--- config.mk ---
export PLATFORM = sky130hd
export DESIGN_NAME = fetch_inst_queue
export DESIGN_NICKNAME = d
export VERILOG_FILES = /design/src/rtl/fetch_inst_queue.sv
export SDC_FILE = /design/constraint.sdc
export NUM_CORES = 1
export LEC_CHECK = 0
export BUFFER_PORTS_ARGS = -buffer_cell sky130_fd_sc_hd__buf_2
export CELL_PAD_IN_SITES_DETAIL_PLACEMENT = 0
export CELL_PAD_IN_SITES_GLOBAL_PLACEMENT = 1
export CORE_ASPECT_RATIO = 1.4
export CORE_MARGIN = 4
export CORE_UTILIZATION = 30
export DETAILED_ROUTE_END_ITERATION = 8
export PLACE_DENSITY_LB_ADDON = 0.1
export SLEW_MARGIN = 0
export SYNTH_ARGS = -nofsm -noshare
export SYNTH_HDL_FRONTEND = slang
export SYNTH_SLANG_ARGS = --single-unit
--- constraint.sdc ---
create_clock -name clk -period 12.55 [get_ports clk]
set_clock_uncertainty 0.1 [all_clocks]
set_input_delay 2.51 -clock clk [delete_from_list [all_inputs] [get_ports clk]]
set_output_delay 2.51 -clock clk [all_outputs]
set_load 0.02 [all_outputs]
--- src/rtl/fetch_inst_queue.sv ---
// Instruction queue between fetch and decode: buffers {pc, inst} pairs in order,
// valid/ready on both sides, single-cycle flush for redirects.
module fetch_inst_queue #(
    parameter int DEPTH = 4,
    parameter int XLEN  = 32
) (
    input  logic                     clk,
    input  logic                     rst,
    input  logic                     flush,
    input  logic                     in_valid,
    output logic                     in_ready,
    input  logic [XLEN-1:0]          in_pc,
    input  logic [XLEN-1:0]          in_inst,
    output logic                     out_valid,
    input  logic                     out_ready,
    output logic [XLEN-1:0]          out_pc,
    output logic [XLEN-1:0]          out_inst,
    output logic [$clog2(DEPTH):0]   count
);

    localparam int AW    = $clog2(DEPTH);
    localparam int PTR_W = AW + 1;

    localparam logic [PTR_W-1:0] PTR_ONE = 1;
    localparam logic [PTR_W-1:0] CNT_MAX = DEPTH;

    typedef struct packed {
        logic [XLEN-1:0] pc;
        logic [XLEN-1:0] inst;
    } entry_t;

    entry_t mem [DEPTH];

    logic [PTR_W-1:0] wr_ptr;
    logic [PTR_W-1:0] rd_ptr;
    logic [PTR_W-1:0] count_q;

    logic full;
    logic empty;
    logic push;
    logic pop;
    entry_t head;

    // Extra wrap bit distinguishes full (wrap differs) from empty (all equal).
    assign full  = (wr_ptr[AW] != rd_ptr[AW]) && (wr_ptr[AW-1:0] == rd_ptr[AW-1:0]);
    assign empty = (wr_ptr == rd_ptr);

    assign in_ready  = rst && !flush && !full;
    assign out_valid = rst && !flush && !empty;

    assign push = in_valid && in_ready;
    assign pop  = out_valid && out_ready;

    assign head     = mem[rd_ptr[AW-1:0]];
    assign out_pc   = out_valid ? head.pc   : '0;
    assign out_inst = out_valid ? head.inst : '0;
    assign count    = rst ? count_q : '0;

    always_ff @(posedge clk) begin
        if (!rst || flush) begin
            wr_ptr  <= '0;
            rd_ptr  <= '0;
            count_q <= '0;
        end else begin
            if (push) wr_ptr <= wr_ptr + PTR_ONE;
            if (pop)  rd_ptr <= rd_ptr + PTR_ONE;
            case ({push, pop})
                2'b10:   count_q <= count_q + PTR_ONE;
                2'b01:   count_q <= count_q - PTR_ONE;
                default: count_q <= count_q;
            endcase
        end
    end

    // NOTE: storage is deliberately not reset; out_valid masks stale entries,
    // and leaving the array reset-free lets it map onto plain RAM/flops.
    always_ff @(posedge clk) begin
        if (push) mem[wr_ptr[AW-1:0]] <= '{pc: in_pc, inst: in_inst};
    end

    a_no_push_full:  assert property (@(posedge clk) disable iff (!rst) !(push && full));
    a_no_pop_empty:  assert property (@(posedge clk) disable iff (!rst) !(pop && empty));
    a_count_ptrs:    assert property (@(posedge clk) disable iff (!rst) count_q == (wr_ptr - rd_ptr));
    a_count_bound:   assert property (@(posedge clk) disable iff (!rst) count_q <= CNT_MAX);

endmodule

# --- Word level (Yosys, flattened, before mapping) ---
# Memory sizes are Yosys's and may differ from the RTL's. A register that Yosys moved wholly into a read port is not among the register bits.
# Cells that the tools add are included.
op_classes:
  n_addsub: 4
  n_eq_ne: 5
  mux: 8
  reduce_logical: 12
op_table:
  columns: ["op", "n"]
  rows:
  - ["$mux 32", 2]
  - ["$add 3x1->3 const B", 3]
  - ["$logic_and 1x1->1", 6]
  - ["$pmux 3 s2", 1]
  - ["$logic_not 1->1", 4]
  - ["$mux 2", 2]
  - ["$eq 3x3->1", 1]
  - ["$mux 3", 1]
  - ["$sub 3x1->3 const B", 1]
  - ["$eq 2x1->1 const B", 1]
  - ["$eq 2x2->1", 1]
  - ["$eq 2x2->1 const B", 1]
  - ["$mux 1", 2]
  - ["$reduce_bool 2->1", 1]
  - ["$logic_or 1x1->1", 1]
  - ["$ne 1x1->1", 1]
word_totals:
  regBits: 9
  ram_bits: 256
  in_bits: 69
  output_inout_bits: 69
  word_cells: 33
  memories: 1
memory_table:
  columns: ["name", "depth", "word_bits", "rd", "rd_ports_with_merged_regs", "wr", "line", "source"]
  rows:
  - ["mem", 4, 64, 1, 1, 1, "32", "entry_t mem [DEPTH];"]

# --- Longest topological paths before layout ---
# Gate-level depths: netlist of the first run.
depth:
  ltp_word: 7
  mapped_depth: 11
  ltp_nobuf: 9

# --- Worst setup path before layout of the first run ---
# Ideal clock, no wire load.
synth_path:
  kind: "in2reg"
  start: "input flush"
  end: "memory mem[3][0] in the netlist's numbering (enable)"
  setup_time_ps: 494
  t_arrival_ps: 6292
  required_time_ps: 11956
  path_slack_ps: 5665
  stages: 4
  path_buffers: 1
  path_cell_list: "nand2b_1 -> clkbuf_1 -> a31oi_1 -> nor2b_1"
synth_via:
  elab_chain_cells: 6
synth_rtl:
  columns: ["item", "line", "source"]
  rows:
  - ["from (decl)", "9", "input logic flush,"]
  - ["$logic_not 1->1", "48", "assign in_ready = rst && !flush && !full;"]
  - ["$logic_and 1x1->1 (2 in series)", "48", null]
  - ["via in_ready", "11", "output logic in_ready,"]
  - ["$logic_and 1x1->1", "51", "assign push = in_valid && in_ready;"]
  - ["$mux 1", "78", "if (push) mem[wr_ptr[AW-1:0]] <= '{pc: in_pc, inst: in_inst};"]
  - ["$mux 1 (implied by the code)", "78", null]
  - ["to (decl)", "32", null]
# The timed path passes the listed nets, and every way through them passes these cells.

# --- Worst setup path in the final report of the first run ---
layout_path:
  start: "input flush"
  end: "output out_inst[13]"
layout_via:
  elab_chain_cells: 4
layout_rtl:
  columns: ["item", "line", "source"]
  rows:
  - ["$logic_not 1->1", "49", "assign out_valid = rst && !flush && !empty;"]
  - ["$logic_and 1x1->1 (2 in series)", "49", null]
  - ["$mux 32", "56", "assign out_inst = out_valid ? head.inst : '0;"]
  - ["to (decl)", "17", "output logic [XLEN-1:0] out_inst,"]
# Every way passes these cells.

==> key figures, run 1 <==
Floorplan
  – CORE AREA: 34200 sq um
  – Die H: 229 um
  – # IOs: 138
  – Die X: 166 um
  – DIE AREA: 37900 sq um
  – Starting Density: 0.305
  – FP Rows: 80

CTS
  – Clock buffer depth: 3
  – Clock latency on the worst-skew pair: 530 ps
  – Hold buffer count at cts: 0
  – Num CTS Buffers: 26
  – Clk root buf: clkbuf_16
  – Clock sinks: 267
  – Worst-path clk slew: 60 ps
  – CTS tree: yes
  – Setup bufs post-CTS: 0
  – H-tree depth: 1
  – Post_cts resized: 0

Worst setup path
  – Setup CP Type: input port to primary output
  – Crit-path max FO: 66
  – Worst path arrival time: 4280 ps
  – Worst reg-to-reg path cell count: 4
  – Crit path capture type: primary output
  – Startpoint Class: input port
  – Worst Path Required: 9940 ps

Route
  – Drt drc: 0
  – Drt pass-1 iters: 4
  – Post-route ant nets: 0
  – Vias post-DR: 5119
  – Final wirelength: 22700 um
  – Initial drt markers: 317
  – Wire per inst: 20.5 um
  – Vias per cell: 4.61

Cells and area
  – Filler cells: 3271
  – Fin nets: 716
  – Share of cells above drive strength 1: 0.379
  – P&R area growth vs syn: 18.6%
  – Diode count: 0
  – Finished Layout Cells: 1111

Pwr
  – Clk network pwr share: 0.398
  – Internal Power: 1410 uW
  – Power Density: 143 nW/um^2
  – Sw Ratio: 0.203
  – Max VDD drop: 0.0593 mV
  – Comb pwr share: 0.042
  – LEAKAGE: 0.00418 uW
  – Flop pwr share: 0.560
  – Switching Power: 360 uW

Synth
  – Ys Warns: 0
  – Synth cell count leaders: edfxtp_1 (256), and2_1 (68), mux4_2 (64)
  – Avg Inst Size Synth: 21.1 sq um
  – Sequential area share after synthesis: 0.757
  – Mapped Nets: 571
  – Yosys reg bits: 267
  – Unique masters post-synth: 32
  – Synthesized cell area: 10400 sq um
  – Top cells by area, synth: edfxtp_1 (74%), mux4_2 (14%), and2_1 (4.1%)
  – Synth async-reset ratio: 0
  – Post-synth EDFFs: 256
  – Synth area leader: edfxtp_1
  – Synth top area share: 0.736
  – Top FF cell, synth: edfxtp_1
  – Cell with the most instances after synthesis: edfxtp_1
  – Synth Instances: 495

Timing
  – Max-slew headroom: 0.251
  – FMAX: 145 MHz
  – Tmin final: 6890 ps
  – # setup viols final: 0
  – Measured slew at the worst slew-check pin: 1120 ps
  – Hold Fails Final Rpt: 0
  – Setup_tns: 0 ps
  – Max Slew Vio Count: 0
  – RSZ-0062 raised after global routing: no
  – Part of the cycle the worst path needs: 0.549

Job
  – Max-Cap Viols: 0

GRT
  – Antenna violations before repair: 2
  – Total global-route track usage: 0.119
  – Total congestion overflow: 0
  – Number of global-route vias before repair: 5733
  – Largest net degree at the start of global routing: 67
  – First-pass GRT wire length: 34900 um

Placed design
  – Dpl cells: 1063
  – Routability cong.: 0.727
  – Post-DP HPWL: 13000 um
  – IO buf count: 137

Min path
  – Hold Crit Depth: 2
  – HP Class: flop to flop

Status
  – Status: finished clean
## registers in the layout (all words and copies together), names as in the netlist, named ones only
signal and count:
mem 256, wr_ptr 3, rd_ptr 3, count_q 3
## path summary, 6_finish.rpt
check                                 from      endpoint  slack [ps]
worst min-delay path            count_q[2]    count_q[2]         400
worst min register to register  count_q[2]    count_q[2]         400
worst max-delay path                 flush  out_inst[13]        5660
worst max register to register   wr_ptr[0]    mem[3][37]        9060
## routing by layer
| metal | GRT usage | up-vias | routed length, um |
|---|---|---|---|
| li1 | - | 2291 | - |
| met1 | 0.142 | 2680 | 9220 |
| met2 | 0.218 | 116 | 12100 |
| met3 | 0.0242 | 28 | 986 |
| met4 | 0.0338 | 4 | 391 |
| met5 | 0 | - | 34 |
## power by group through the flow
stage	logic (uW)	registers (uW)	clock network, uW
after detailed placement	76.8	1010	0
after floorplan	43.9	1010	0
after CTS	77.1	993	734
after global routing	82.4	994	775
after global placement	74.9	1010	0
final	74.5	993	705
## cells in the final DEF (no fill, tap or decap), types with 4 or more instances in the layout
master     instances
nand4_1            4
ha_1               6
clkbuf_1           7
clkbuf_16         27
xor2_1             5
a21oi_1            6
nor4bb_1           4
mux4_2            64
and2_1            68
inv_1              5
dfxtp_1            9
clkinv_1           4
nand2_1            5
edfxtp_1         256
clkinv_2          10
nand3_1            4
buf_2            137
a31oi_1            5
## per-stage QoR
step,util,instance area (sq um),hold WS (ps),setup slack (ps),total power [uW]
2_1_floorplan,-,10400,354,5660,1050
3_3_place_gp,0.339,11600,394,5690,1090
3_5_place_dp,0.339,11600,386,5630,1090
4_1_cts,0.362,12400,394,5630,1800
5_1_grt,0.362,12400,430,5530,1850
6_report,0.362,12400,402,5660,1770
## cell type report
type | instances | area, sq um | area share
Sequential cell | 267 | 7920 | 0.639
Multi-Input combinational cell | 200 | 2410 | 0.195
Timing Repair Buffer | 140 | 708 | 0.0572
Clock buffer | 34 | 702 | 0.0567
Tap cell | 451 | 564 | 0.0456
Clock inverter | 14 | 65.1 | 0.00525
Inverter | 5 | 18.8 | 0.00152
## kinds of logic after synthesis
kind of cell | share of synthesized area
fa+ha+maj | 0.00911
buf+inv | 0.0151
compound gates | 0.0116
xor+xnor | 0.00815
flops | 0.757
mux | 0.138
simple gates | 0.0607
## worst max-delay path, stage by stage
cell      delay [ps]
buf_2            130
nand2b_1         340
a31oi_4          230
buf_4            560
and2_1           280
buf_2            190
Note: power is estimated with default switching activity, not from simulation.
==> run 2, diff against run 1 <==
==> constraint.sdc (replaced) <==
create_clock -name clk -period 6.6 [get_ports clk]
set_clock_uncertainty 0.1 [all_clocks]
set_input_delay 1.32 -clock clk [delete_from_list [all_inputs] [get_ports clk]]
set_output_delay 1.32 -clock clk [all_outputs]
set_load 0.02 [all_outputs]
==> run 2 against run 1 <==
Wire length decreased by 0.71%; total power increased by 94%; register-to-register slack got worse by 5700 ps; critical endpoint unchanged; clock power increased by 100%; setup slack got worse by 3500 ps; sequential share of layout area decreased by 0.35 points; cell area increased by 0.55%; hold slack improved by 12 ps; largest power group unchanged; first-iteration DRC count decreased by 34%; utilization increased by 0.20 points.
==> key figures, run 2 (synthesis results as in run 1) <==
Status
  – Status: finished clean

Worst setup path
  – Critical path depth: 6
  – Buf/Inv on CP: 3
  – Reg-to-reg startpoint: wr_ptr[0]
  – Worst path arrival time: 3040 ps
  – Reg-to-reg critical path endpoint: count_q[2]
  – Setup CP Type: input port to primary output
  – Cell mode on critical path: buf_2
  – Slowest-stage cell, CP: buf_4
  – Startpoint Class: input port
  – CP Cell Sequence: buf_2 -> nand2b_1 -> a31oi_4 -> buf_4 -> and2_1 -> buf_2
  – Worst reg-to-reg path cell count: 10
  – Worst Path Required: 5180 ps
  – Crit path capture type: primary output
  – Critical path's largest stage delay: 560 ps
  – Crit-path max FO: 66
  – Critical path's top delay family: buffers and inverters
  – Worst reg-to-reg setup slack: 3400 ps

Cells and area
  – Share of cells above drive strength 1: 0.376
  – Max reg flops: 256
  – Finished Layout Cells: 1114
  – Commonest non-fill, non-tap cells in the layout: edfxtp_1 (256), buf_2 (137), and2_1 (68), mux4_2 (64), clkbuf_16 (27)
  – Commonest non-fill, non-tap cell in the layout: edfxtp_1
  – P&R area growth vs syn: 19.2%
  – Fin nets: 719
  – Design area: 12400 sq um
  – Filler cells: 3249

Floorplan
  – DIE AREA: 37900 sq um
  – Die X: 166 um
  – FP Rows: 80
  – Die H: 229 um
  – # IOs: 138
  – Starting Density: 0.305
  – CORE AREA: 34200 sq um

Timing
  – Setup_tns: 0 ps
  – Min Hold Slack: 413 ps
  – Measured slew at the worst slew-check pin: 1100 ps
  – Max Slew Vio Count: 0
  – RSZ-0062 raised after global routing: no
  – Part of the cycle the worst path needs: 0.676
  – Tmin final: 4460 ps
  – Max-slew headroom: 0.264
  – # setup viols final: 0
  – Setup ws final: 2140 ps
  – FMAX: 224 MHz
  – Hold Fails Final Rpt: 0

Placed design
  – Post-Place Worst Slack: 2060 ps
  – Dpl cells: 1066
  – IO buf count: 137
  – Routability cong.: 0.742
  – Post-DP HPWL: 12900 um
  – DP Area: 11600 sq um

Route
  – Final wirelength: 22600 um
  – Drt pass-1 iters: 5
  – Vias post-DR: 5139
  – Vias per cell: 4.61
  – Wire per inst: 20.3 um
  – Drt drc: 0
  – Initial drt markers: 208
  – Post-route ant nets: 0

CTS
  – Clk root buf: clkbuf_16
  – H-tree depth: 1
  – CTS tree: yes
  – Clock buffer depth: 3
  – Clock latency on the worst-skew pair: 530 ps
  – Setup bufs post-CTS: 0
  – Num CTS Buffers: 26
  – Worst-path clk slew: 60 ps
  – Post_cts resized: 0
  – Clock sinks: 267
  – Hold buffer count at cts: 0

GRT
  – Antenna violations before repair: 3
  – Number of global-route vias before repair: 5794
  – First-pass GRT wire length: 35000 um
  – Largest net degree at the start of global routing: 67
  – Total global-route track usage: 0.119
  – Total congestion overflow: 0

Min path
  – Hold Crit Depth: 2
  – HP Class: flop to flop
  – Hold path startpoint: count_q[2]
  – Hold EP: count_q[2]

Pwr
  – Max VDD drop: 0.143 mV
  – Power Density: 277 nW/um^2
  – LEAKAGE: 0.00420 uW

Job
  – Max-Cap Viols: 0
run 2: cell count changes in the layout (fill, tap and decap cells not counted):
cell | previous run | this run
clkbuf_1 | 7 | 10
clkbuf_8 | 0 | 3
diode_2 | 0 | 1
bufinv_16 | 0 | 1
clkinv_2 | 10 | 2
buf_4 | 3 | 6
run 2: report_power, final:
part,switching (uW),leakage [uW],internal (uW)
Combinational,80.3,0.00141,61.6
Clock,592,0.000394,821
Sequential,12.4,0.00240,1880
Total,685,0.00420,2760
run 2: through the flow:
step                      power [uW]  utilization
after floorplan                 2000            -
after global placement          2070        0.340
after detailed placement        2070        0.340
after CTS                       3500        0.364
after global routing            3580        0.364
final                           3440        0.364
run 2: layer usage:
| metal | global-route usage | part of all wire | vias to the layer above | routed length (um) |
|---|---|---|---|---|
| met1 | 0.148 | 0.41 | 2681 | 9320 |
| li1 | - | - | 2302 | - |
| met5 | 0 | 0.0012 | - | 27 |
| met3 | 0.0223 | 0.039 | 36 | 891 |
| met2 | 0.210 | 0.52 | 116 | 11800 |
| met4 | 0.0374 | 0.025 | 4 | 556 |
run 2: how the worst max path moves through the flow:
stage	start	to	slack, ps
2_1_floorplan	flush	mem[3][0]	900
3_3_place_gp	flush	out_inst[13]	2100
3_5_place_dp	flush	out_inst[13]	2060
4_1_cts	flop	out_pc[12]	1920
5_1_grt	flop	out_pc[2]	1800
6_report	flush	out_inst[13]	2140
run 2: worst register-to-register path, delay by kind of cell (launching register included):
kind | cells | cell delay (ps)
fa+ha+maj | 2 | 550
xor+xnor | 2 | 430
buf+inv | 2 | 620
simple gates | 2 | 520
compound gates | 2 | 370
flops | 1 | 540
run 2: cell type report:
class,instances,area (sq um),share of cell area
Sequential cell,267,7920,0.636
Timing Repair Buffer,143,731,0.0587
Multi-Input combinational cell,200,2410,0.193
Antenna cell,1,2.50,0.000201
Tap cell,451,564,0.0453
Clock buffer,40,754,0.0606
Inverter,5,18.8,0.00151
Clock inverter,7,55.1,0.00442
==> run 3, diff against run 2 <==
==> constraint.sdc (replaced) <==
create_clock -name clk -period 3.8 [get_ports clk]
set_clock_uncertainty 0.1 [all_clocks]
set_input_delay 0.76 -clock clk [delete_from_list [all_inputs] [get_ports clk]]
set_output_delay 0.76 -clock clk [all_outputs]
set_load 0.02 [all_outputs]
==> run 3 against run 2 <==
Clock-buffer cell count shrank 6; via count up 0.76%; setup slack got worse by 1700 ps; clock power rose by 77%; flip-flop and latch count unchanged; cell area up 1.4%; wire length increased by 1.6%; total power up 75%; cell count is 0.90% higher; sequential power is 74% higher; non-clock buffer count up 10; die area stayed put; critical path type is now flop to primary output; largest cell class unchanged; highest routed layer unchanged.
==> key figures, run 3 (synthesis results as in run 1) <==
Worst setup path
  – Worst reg-to-reg setup slack: 940 ps
  – Setup CP Type: flop to primary output
  – Crit-path max FO: 28
  – CP Cell Sequence: buf_4 -> mux4_2 -> and2_1 -> buf_2
  – Worst path arrival time: 2510 ps
  – Reg-to-reg startpoint: wr_ptr[1]
  – Slowest-stage cell, CP: dfxtp_4
  – Buf/Inv on CP: 2
  – Critical path's top delay family: flip-flops
  – Crit path capture type: primary output
  – Reg-to-reg critical path endpoint: count_q[2]
  – Startpoint Class: flop
  – Worst reg-to-reg path cell count: 9
  – Critical path's largest stage delay: 770 ps
  – Worst Path Required: 2940 ps

Timing
  – RSZ-0062 raised after global routing: no
  – Max-slew headroom: 0.568
  – Max Slew Vio Count: 0
  – Part of the cycle the worst path needs: 0.887
  – # setup viols final: 0
  – Measured slew at the worst slew-check pin: 643 ps
  – Min Hold Slack: 343 ps
  – Setup_tns: 0 ps
  – FMAX: 297 MHz
  – Hold Fails Final Rpt: 0
  – Tmin final: 3370 ps

CTS
  – Post_cts resized: 0
  – CTS tree: yes
  – Clk root buf: clkbuf_16
  – Setup bufs post-CTS: 0
  – Num CTS Buffers: 27
  – H-tree depth: 1
  – Clock sinks: 267
  – Hold buffer count at cts: 0
  – Worst-path clk slew: 60 ps
  – Clock latency on the worst-skew pair: 530 ps
  – Clock buffer depth: 3

Route
  – Vias post-DR: 5178
  – Vias per cell: 4.61
  – Drt drc: 0
  – Drt pass-1 iters: 4
  – Post-route ant nets: 0
  – Final wirelength: 22900 um
  – Initial drt markers: 206
  – Wire per inst: 20.4 um

Floorplan
  – FP Rows: 80
  – Die X: 166 um
  – CORE AREA: 34200 sq um
  – Starting Density: 0.305
  – # IOs: 138
  – DIE AREA: 37900 sq um
  – Die H: 229 um

Cells and area
  – Fin nets: 730
  – Diode count: 0
  – Max reg flops: 256
  – P&R area growth vs syn: 20.9%
  – Commonest non-fill, non-tap cell in the layout: edfxtp_1
  – Commonest non-fill, non-tap cells in the layout: edfxtp_1 (256), buf_2 (137), and2_1 (68), mux4_2 (64), clkbuf_16 (27)
  – Design area: 12600 sq um
  – Share of cells above drive strength 1: 0.389
  – Filler cells: 3273

Placed design
  – DP Area: 11800 sq um
  – Post-DP HPWL: 14100 um
  – Routability cong.: 0.705
  – IO buf count: 137

GRT
  – Number of global-route vias before repair: 5791
  – Antenna violations before repair: 5
  – Total global-route track usage: 0.120
  – First-pass GRT wire length: 35300 um
  – Total congestion overflow: 0
  – Largest net degree at the start of global routing: 37

Job
  – Max-Cap Viols: 0

Min path
  – HP Class: input port to flop
  – Hold EP: mem[2][46]
  – Hold Crit Depth: 1
  – Hold path startpoint: in_pc[14]

Pwr
  – LEAKAGE: 0.00428 uW
  – Power Density: 477 nW/um^2
  – Max VDD drop: 0.291 mV

Status
  – Status: finished clean
[run 3: worst max-delay path by stage]
stage	startpoint	to	slack, ps	cells after the start
floorplan	flush	mem[0][0]	-10	4
global placement	flush	out_inst[21]	630	6
detailed placement	flush	out_inst[21]	560	6
CTS	flop	out_pc[30]	290	4
global route	flop	out_pc[30]	230	4
finish	flop	out_pc[30]	430	4
[run 3: where the power goes]
group | internal (uW) | switching [uW] | leakage, uW | total (uW)
sequential | 3260 | 18.6 | 0.00240 | 3280
combinational | 115 | 143 | 0.00148 | 258
clock | 1440 | 1050 | 0.000401 | 2490
total | 4810 | 1210 | 0.00428 | 6020
[run 3: through the flow]
step	instances	util	total power [uW]	worst slack [ps]
2_1_floorplan	495	-	3480	-11.4
3_3_place_gp	1076	0.345	3600	629
3_5_place_dp	1076	0.345	3610	561
4_1_cts	1124	0.369	6140	287
5_1_grt	1124	0.369	6270	235
6_report	1124	0.369	6020	428
[run 3: cell type report]
type	instances	area (sq um)	share of cell area
Clock buffer	34	702	0.0556
Clock inverter	14	120	0.00952
Inverter	5	18.8	0.00149
Multi-Input combinational cell	200	2410	0.191
Tap cell	451	564	0.0447
Sequential cell	267	7920	0.627
Timing Repair Buffer	153	893	0.0708
[run 3: layer usage]
metal  global-route usage  routed length [um]  vias up
li1                     -                   -     2322
met1                0.144                9390     2690
met2                0.217               11900      120
met3               0.0268                1070       38
met4               0.0348                 493        8
met5                    0                  48        -
